--- config.mk ---
export PLATFORM = sky130hd
export DESIGN_NAME = block_driver
export DESIGN_NICKNAME = d
export VERILOG_FILES = /design/src/rtl/block_driver.sv
export SDC_FILE = /design/constraint.sdc
export NUM_CORES = 1
export LEC_CHECK = 0
export CAP_MARGIN = 30
export CORE_MARGIN = 5
export CORE_UTILIZATION = 53
export CTS_CLUSTER_DIAMETER = 150
export DETAILED_ROUTE_END_ITERATION = 7
export GPL_TIMING_DRIVEN = 0
export PLACE_DENSITY_LB_ADDON = 0.2
export SLEW_MARGIN = 20
export SYNTH_ARGS = -nofsm -noshare
export SYNTH_HDL_FRONTEND = slang
export SYNTH_SLANG_ARGS = --single-unit
--- constraint.sdc ---
create_clock -name clk -period 4.3 [get_ports clk]
set_clock_uncertainty 0.1 [all_clocks]
set_input_delay 0.645 -clock clk [delete_from_list [all_inputs] [get_ports clk]]
set_output_delay 0.645 -clock clk [all_outputs]
set_load 0.02 [all_outputs]
--- src/rtl/block_driver.sv ---
// Moving-block generator for one stacker row; sweeps, bounces, and runs the
// stop -> intersection handshake with find_intersection before spawning the next row.
module block_driver #(
   parameter int SCREEN_W   = 320,
   parameter int CELL_SHIFT = 3,
   parameter int INIT_SIZE  = 4,
   parameter int NUM_ROWS   = 15
) (
   input  logic       clk,
   input  logic       resetn,
   input  logic       start_game,
   input  logic       stop_btn,
   input  logic       move_tick,
   input  logic       intersect_true,
   input  logic [8:0] inter_block_start,
   input  logic [8:0] inter_block_end,
   output logic       stop_true,
   output logic [8:0] curr_block_start,
   output logic [8:0] curr_block_end,
   output logic [3:0] curr_block_size,
   output logic [8:0] prev_block_start,
   output logic [8:0] prev_block_end,
   output logic [3:0] prev_block_size,
   output logic [3:0] row,
   output logic       game_over,
   output logic       game_won
);
   localparam int         CELL_W     = 1 << CELL_SHIFT;
   localparam logic [8:0] INIT_START = 9'((INIT_SIZE << CELL_SHIFT) - 1);

   typedef enum logic [2:0] {IDLE, MOVE, STOP, CHECK, OVER, WON} state_t;

   state_t     state;
   logic       dir_right;
   logic       stop_btn_q;
   logic       stop_edge;
   logic       step_right;
   logic [9:0] ov;
   logic [9:0] osize;
   logic       success;
   logic [8:0] next_start;
   logic [8:0] next_end;
   logic [3:0] next_size;
   logic [8:0] spawn_start;

   assign stop_edge = stop_btn & ~stop_btn_q;

   // Bounce decision: reverse when the next step would leave the screen.
   assign step_right = dir_right
                     ? !(({1'b0, curr_block_start} + 10'(CELL_W)) > 10'(SCREEN_W - 1))
                     : (curr_block_end < 9'(CELL_W));

   assign ov    = {1'b0, inter_block_start} - {1'b0, inter_block_end} + 10'd1;
   assign osize = ov >> CELL_SHIFT;

   // Row 0 has nothing beneath it, so it always lands in full.
   always_comb begin
      next_start = curr_block_start;
      next_end   = curr_block_end;
      next_size  = curr_block_size;
      success    = 1'b1;
      if (row != 4'd0) begin
         next_start = inter_block_start;
         next_end   = inter_block_end;
         next_size  = osize[3:0];
         success    = intersect_true && (inter_block_start >= inter_block_end)
                      && (osize != 10'd0);
      end
   end

   assign spawn_start = ({5'd0, next_size} << CELL_SHIFT) - 9'd1;

   always_ff @(posedge clk) begin
      if (!resetn) begin
         state            <= IDLE;
         dir_right        <= 1'b1;
         stop_btn_q       <= 1'b0;
         stop_true        <= 1'b0;
         curr_block_start <= '0;
         curr_block_end   <= '0;
         curr_block_size  <= '0;
         prev_block_start <= '0;
         prev_block_end   <= '0;
         prev_block_size  <= '0;
         row              <= '0;
         game_over        <= 1'b0;
         game_won         <= 1'b0;
      end else begin
         stop_btn_q <= stop_btn;
         stop_true  <= 1'b0;
         case (state)
            IDLE, OVER, WON: begin
               if (start_game) begin
                  state            <= MOVE;
                  row              <= '0;
                  curr_block_size  <= 4'(INIT_SIZE);
                  curr_block_end   <= '0;
                  curr_block_start <= INIT_START;
                  prev_block_start <= '0;
                  prev_block_end   <= '0;
                  prev_block_size  <= '0;
                  dir_right        <= 1'b1;
                  game_over        <= 1'b0;
                  game_won         <= 1'b0;
               end
            end
            MOVE: begin
               if (stop_edge) begin
                  state     <= STOP;
                  stop_true <= 1'b1;
               end else if (move_tick) begin
                  dir_right <= step_right;
                  if (step_right) begin
                     curr_block_start <= curr_block_start + 9'(CELL_W);
                     curr_block_end   <= curr_block_end + 9'(CELL_W);
                  end else begin
                     curr_block_start <= curr_block_start - 9'(CELL_W);
                     curr_block_end   <= curr_block_end - 9'(CELL_W);
                  end
               end
            end
            STOP: state <= CHECK;
            CHECK: begin
               if (!success) begin
                  state     <= OVER;
                  game_over <= 1'b1;
               end else begin
                  prev_block_start <= next_start;
                  prev_block_end   <= next_end;
                  prev_block_size  <= next_size;
                  if (row == 4'(NUM_ROWS - 1)) begin
                     state    <= WON;
                     game_won <= 1'b1;
                  end else begin
                     row              <= row + 4'd1;
                     curr_block_end   <= '0;
                     curr_block_size  <= next_size;
                     curr_block_start <= spawn_start;
                     dir_right        <= 1'b1;
                     state            <= MOVE;
                  end
               end
            end
            default: state <= IDLE;
         endcase
      end
   end
endmodule

==> reports/metrics.cfg, run 1 <==
[critical_path]
timing.critical_path.from = inter_block_end[3]
start_kind = input pin
rr_startpoint = curr_block_end[5]$_SDFFE_PN0P_
critical_path.endpoint_type = flip-flop
path_class = in2reg
timing.reg2reg.worst_path_depth = 12
worstReg2RegEnd = curr_block_start[8]$_SDFFE_PN0P_
setup.worst_path.end = row[1]$_SDFFE_PN0P_
critical_path_arrival_ps = 4160
r2r_setup_slack_ps = 620
crit_required_ps = 4390
crit_fanout = 7

[routing]
wl_per_cell_um = 17.2
via_total_after_detailed_routing = 3988
drc = 0
drt_pass1_iterations = 5
postRouteWirelength_um = 11300
antenna_left = 0
detailedRoute.firstIterationViolations = 357
vias_per_cell = 6.04

[die]
design.portCount = 75
starting_density_pct = 53.9
fp.dieArea_um2 = 9100
placement_rows = 31
chipHeight_um = 95.4
placeableCoreArea_um2 = 7180
die_w_um = 95.4

[sta]
fin_setup_tns_ps = 0
rsz0062_at_grt = no
worst_slew_margin_rel_pct = 43.4
setup-violations-final = 0
finalCriticalPeriod_ps = 4070
finalHoldViolCount = 0
finalMaxSlewViolations = 0
transition_time_at_the_pin_with_the_least_slew_margin_ps = 837
max_freq_ghz = 0.246
final_critical_path_setup_slack_ps = 234
final_min_period_over_clock_period_pct = 94.5

[final_layout]
finish.net_count = 617
layout-drive-gt1-share_pct = 5.35
final_cells = 660
diodes = 0
area_delta_synth_final_pct = 24.3

[clock_tree]
clock_insertion_delay_worst_skew_ps = 320
clock_path_buffers = 2
clock_tree.root_cell = clkbuf_8
cts_resized = 0
cts.htree.levels = 2
tritoncts_num_sinks = 51
tritoncts_clock_tree = built
cts.repair_timing.setup_buffer_count = 0
clk_transition_reported_paths_ps = 110
tritoncts.num_buffers = 5
cts_hold_buf = 0

[grt]
grt_first_pass_wirelength_um = 18300
pin_count_of_the_biggest_net_entering_global_routing = 19
globalRouteTotalUtil_pct = 25.5
grt_overflow = 0
first_global_vias = 3729
antenna_violations_before_repair = 0

[place]
io_buffers = 71
dp_hpwl_um = 9080
detailedPlace.worstSlack_ps = -43.8
dpl.cell_count = 652
gp_congestion = 0.951

[pwr]
power_mw = 1.19
pwr_density_cell_nw_per_um2 = 248
power_leakage_nw = 1.89
vdd_drop_max_uv = 187

[synthesis]
ys.warnings.count = 0
synthArstFlopShare_pct = 0
synth.yosys.seq_area_share_pct = 26.4
synthesis.area_per_instance_um2 = 8.05
synth_seq_cells = 51
number_of_enable_type_register_cells_in_the_synthesized_netlist = 0
post_synthesis_cell_area_um2 = 3860
ys_types = 67
dominantRegCellSynth = dfxtp_1
syn-instance-count = 480

[min_path]
hold_path_class = reg2reg

[run_status]
result_of_the_run = complete, no violations

[run]
max_cap_viol_count = 0

-- final cells by class --
type / count / area, um2
tap: 99 / 124
fill: 605 / 2370
inverter: 29 / 109
timing repair buffer: 71 / 711
clock buffer: 5 / 68.8
multi-input combinational: 375 / 2590
buffer: 27 / 155
clock inverter: 3 / 27.5
sequential: 51 / 1020
-- layout by cell type (no fill, tap or decap), drive strengths merged, types with 5 or more instances in the layout --
master,instances
nor2,32
nand2,72
mux2i,25
o21ai,19
o21a,6
clkdlybuf4s50,71
or3,6
a32o,5
o311ai,6
nand3,14
nor2b,5
buf,11
o211ai,5
a21oi,22
ha,29
clkbuf,21
a211oi,15
inv,30
and2,6
nor3,9
a21o,14
dfxtp,51
nand2b,7
-- sequential cells by signal (all words and copies together) (netlist names), 3 cells and up --
register          cells
prev_block_end        9
curr_block_size       4
row                   4
curr_block_end        6
curr_block_start      7
prev_block_start      9
prev_block_size       4
state                 3
-- per-stage QoR --
stage               cell area, um2  hold WS [ps]  utilization (%)
finish                        4800           363             66.9
global route                  4800           384             66.9
CTS                           4800           367             66.9
detailed placement            4710           351             65.6
global placement              4710           345             65.6
floorplan                     3870           359                -
-- worst max-delay path, cell delays in order --
cell and delay [ps]:
clkdlybuf4s50_1 460, inv_1 60, ha_1 300, ha_1 410, and4b_1 250, nor2_1 50
o311ai_1 690, a41oi_1 580, o21ai_0 540, o32ai_1 160
-- routing by layer --
metal	part of all wire [%]	up-vias	GRT usage (%)
met5	0	-	0
met4	2.2	0	7.82
met3	7.7	28	4.10
met2	47	185	43.4
met1	43	1869	33.1
li1	-	1906	-
-- Yosys cell counts, drive strengths merged, types with 5 or more instances --
library cell	count	area (um2)
a32o	5	50.1
a21o	14	105
o311ai	6	52.6
buf	11	95.1
nand3	14	70.1
nand2b	7	43.8
ha	29	363
o211ai	5	37.5
dfxtp	51	1020
a211oi	15	118
o21ai	19	106
o21a	6	45.0
clkbuf	16	60.1
nor2	32	120
or3	6	37.5
mux2i	25	250
nand2	72	270
a21oi	22	110
inv	29	109
nor3	9	45.0
nor2b	5	31.3
and2	6	37.5
-- power breakdown --
group	internal, mW	switching (mW)
sequential	0.487	0.0204
clock	0.120	0.183
combinational	0.158	0.224
total	0.765	0.427
-- kinds of logic (layout without fill, tap and decap cells) --
logic type               count (synthesis)  after routing  share of synthesized area, %
AND/OR/NAND/NOR                        181            181                          23.3
AO/OA/AOI/OAI                          127            127                          24.1
buffers and inverters                   56            135                          6.83
flip-flops                              51             51                          26.4
adder cells (fa/ha/maj)                 33             33                          11.5
multiplexers                            25             25                          6.47
XOR/XNOR                                 6              6                          1.36
other                                    1              3                        0.0970
-- worst min-delay path by stage --
stage	start	endpoint	slack [ps]	depth (start not counted)
6_report	prev_block_start[8]$_SDFFE_PN0P_	prev_block_start[8]$_SDFFE_PN0P_	360	2
5_1_grt	prev_block_end[3]$_SDFFE_PN0P_	prev_block_end[3]$_SDFFE_PN0P_	380	2
4_1_cts	prev_block_start[8]$_SDFFE_PN0P_	prev_block_start[8]$_SDFFE_PN0P_	370	2
3_5_place_dp	prev_block_start[8]$_SDFFE_PN0P_	prev_block_start[8]$_SDFFE_PN0P_	350	2
3_3_place_gp	prev_block_end[8]$_SDFFE_PN0P_	prev_block_end[8]$_SDFFE_PN0P_	350	2
2_1_floorplan	state[2]$_SDFFE_PN0P_	state[1]$_SDFFE_PN0P_	360	1
Note: power is estimated with default switching activity, not from simulation.
==> inputs of run 2 (changes only) <==
CAP_MARGIN = 0   (was 30)
==> results of run 2 <==
No change in the layout: final DEF, timing and power equal those of run 1.
==> inputs of run 3 (changes only) <==
GPL_TIMING_DRIVEN = 1   (was 0)
PLACE_DENSITY = 0.88   (was unset)
PLACE_DENSITY_LB_ADDON = unset   (was 0.2)
==> reports/metrics.cfg, run 3 (synthesis results as in run 1) <==
[run_status]
result_of_the_run = complete, no violations

[sta]
final_min_period_over_clock_period_pct = 92.7
setup-violations-final = 0
finalMaxSlewViolations = 0
whs_ps = 366
rsz0062_at_grt = no
max_freq_ghz = 0.251
worst_slew_margin_rel_pct = 41.1
finalHoldViolCount = 0
fin_setup_tns_ps = 0
finalCriticalPeriod_ps = 3990
transition_time_at_the_pin_with_the_least_slew_margin_ps = 880

[grt]
grt_overflow = 0
first_global_vias = 3722
globalRouteTotalUtil_pct = 25.5
grt_first_pass_wirelength_um = 18300
antenna_violations_before_repair = 0
pin_count_of_the_biggest_net_entering_global_routing = 41

[pwr]
vdd_drop_max_uv = 132
power_mw = 1.18
power_leakage_nw = 1.86
pwr_density_cell_nw_per_um2 = 250

[final_layout]
top_regs = prev_block_end (9), prev_block_start (9), curr_block_start (7)
final_cells = 641
layout-drive-gt1-share_pct = 5.17
area_delta_synth_final_pct = 22.3
finish.net_count = 598
diodes = 0
layout.cells.most_common_list = nand2_1 (72), clkdlybuf4s50_1 (71), dfxtp_1 (51)
layout.cells.most_common = nand2_1

[clock_tree]
clk_transition_reported_paths_ps = 100
tritoncts.num_buffers = 5
cts_resized = 0
clock_insertion_delay_worst_skew_ps = 320
clock_tree.root_cell = clkbuf_8
cts_hold_buf = 0
cts.repair_timing.setup_buffer_count = 0
tritoncts_clock_tree = built
cts.htree.levels = 2
clock_path_buffers = 2
tritoncts_num_sinks = 51

[die]
placeableCoreArea_um2 = 7180
chipHeight_um = 95.4
fp.dieArea_um2 = 9100
die_w_um = 95.4
starting_density_pct = 53.9
placement_rows = 31
design.portCount = 75

[routing]
routed-wl-met3_um = 983
wl_per_cell_um = 18.1
drc = 0
antenna_left = 0
via_total_after_detailed_routing = 3972
vias_per_cell = 6.20
drt-met1-wl_um = 4700
drt_pass1_iterations = 5
route.top_layer_used = met4
met2_wirelength_um = 5620
postRouteWirelength_um = 11600
detailedRoute.firstIterationViolations = 342

[critical_path]
cp_top_family = compound AO/OA/AOI/OAI gates
cp_num_buf_inv = 2
crit_fanout = 12
critical_path_cell_by_cell = clkdlybuf4s50_1 -> ha_1 -> inv_1 -> fa_1 -> nand2b_1 -> o21ai_1 -> or3_1 -> a22oi_1 -> a41o_1 -> a21oi_1 -> a32o_1
max_incr_delay_on_cp_ps = 670
critical_path_arrival_ps = 4100
critical-path-slowest-cell = fa_1
crit_required_ps = 4410
path_class = in2reg
critical_path.endpoint_type = flip-flop
start_kind = input pin

[min_path]
hold_path_class = reg2reg

[place]
io_buffers = 71
dpl.cell_count = 633
gp_congestion = 1.09
dp_hpwl_um = 9050

[run]
max_cap_viol_count = 0

[run 3: changes by cell type in the layout (fill, tap and decap cells not counted), sizes merged]
cell and delta:
clkbuf -16, buf -3
[run 3: area by class of cell]
type,count,area (um2)
Multi-Input combinational cell,375,2590
Fill cell,614,2450
Sequential cell,51,1020
Timing Repair Buffer,79,783
Tap cell,99,124
Inverter,29,109
Clock buffer,5,68.8
Clock inverter,3,27.5
[run 3: where the power goes]
part	switching, mW	internal (mW)
combinational	0.213	0.150
clock	0.184	0.120
sequential	0.0271	0.487
[run 3: worst min-delay path: cells and delay by family (launching register included)]
family | cells | cell delay, ps
DFF | 1 | 320
muxes | 1 | 50
and+or+nand+nor | 1 | 50
[run 3: stage by stage]
stage | area [um2] | setup slack (ps) | utilization (%)
after global routing | 4730 | 129 | 65.9
final | 4730 | 313 | 65.9
after floorplan | 3870 | 1000 | -
after global placement | 4630 | 196 | 64.5
after CTS | 4730 | 353 | 65.9
after detailed placement | 4630 | 57.0 | 64.5
[run 3: worst paths after layout]
check / slack, ps / endpoint / startpoint / depth (start not counted)
max: 310 / curr_block_start[8]$_SDFFE_PN0P_ / inter_block_start[5] / 11
min: 370 / prev_block_end[3]$_SDFFE_PN0P_ / prev_block_end[3]$_SDFFE_PN0P_ / 2
max reg2reg: 660 / curr_block_start[8]$_SDFFE_PN0P_ / curr_block_start[3]$_SDFFE_PN0P_ / 13
min reg2reg: 370 / prev_block_end[3]$_SDFFE_PN0P_ / prev_block_end[3]$_SDFFE_PN0P_ / 2
[run 3: layer usage]
metal / GRT usage (%) / up-vias
met1: 33.3 / 1859
met2: 42.8 / 226
met4: 8.89 / 0
met5: 0 / -
met3: 3.63 / 26
li1: - / 1861
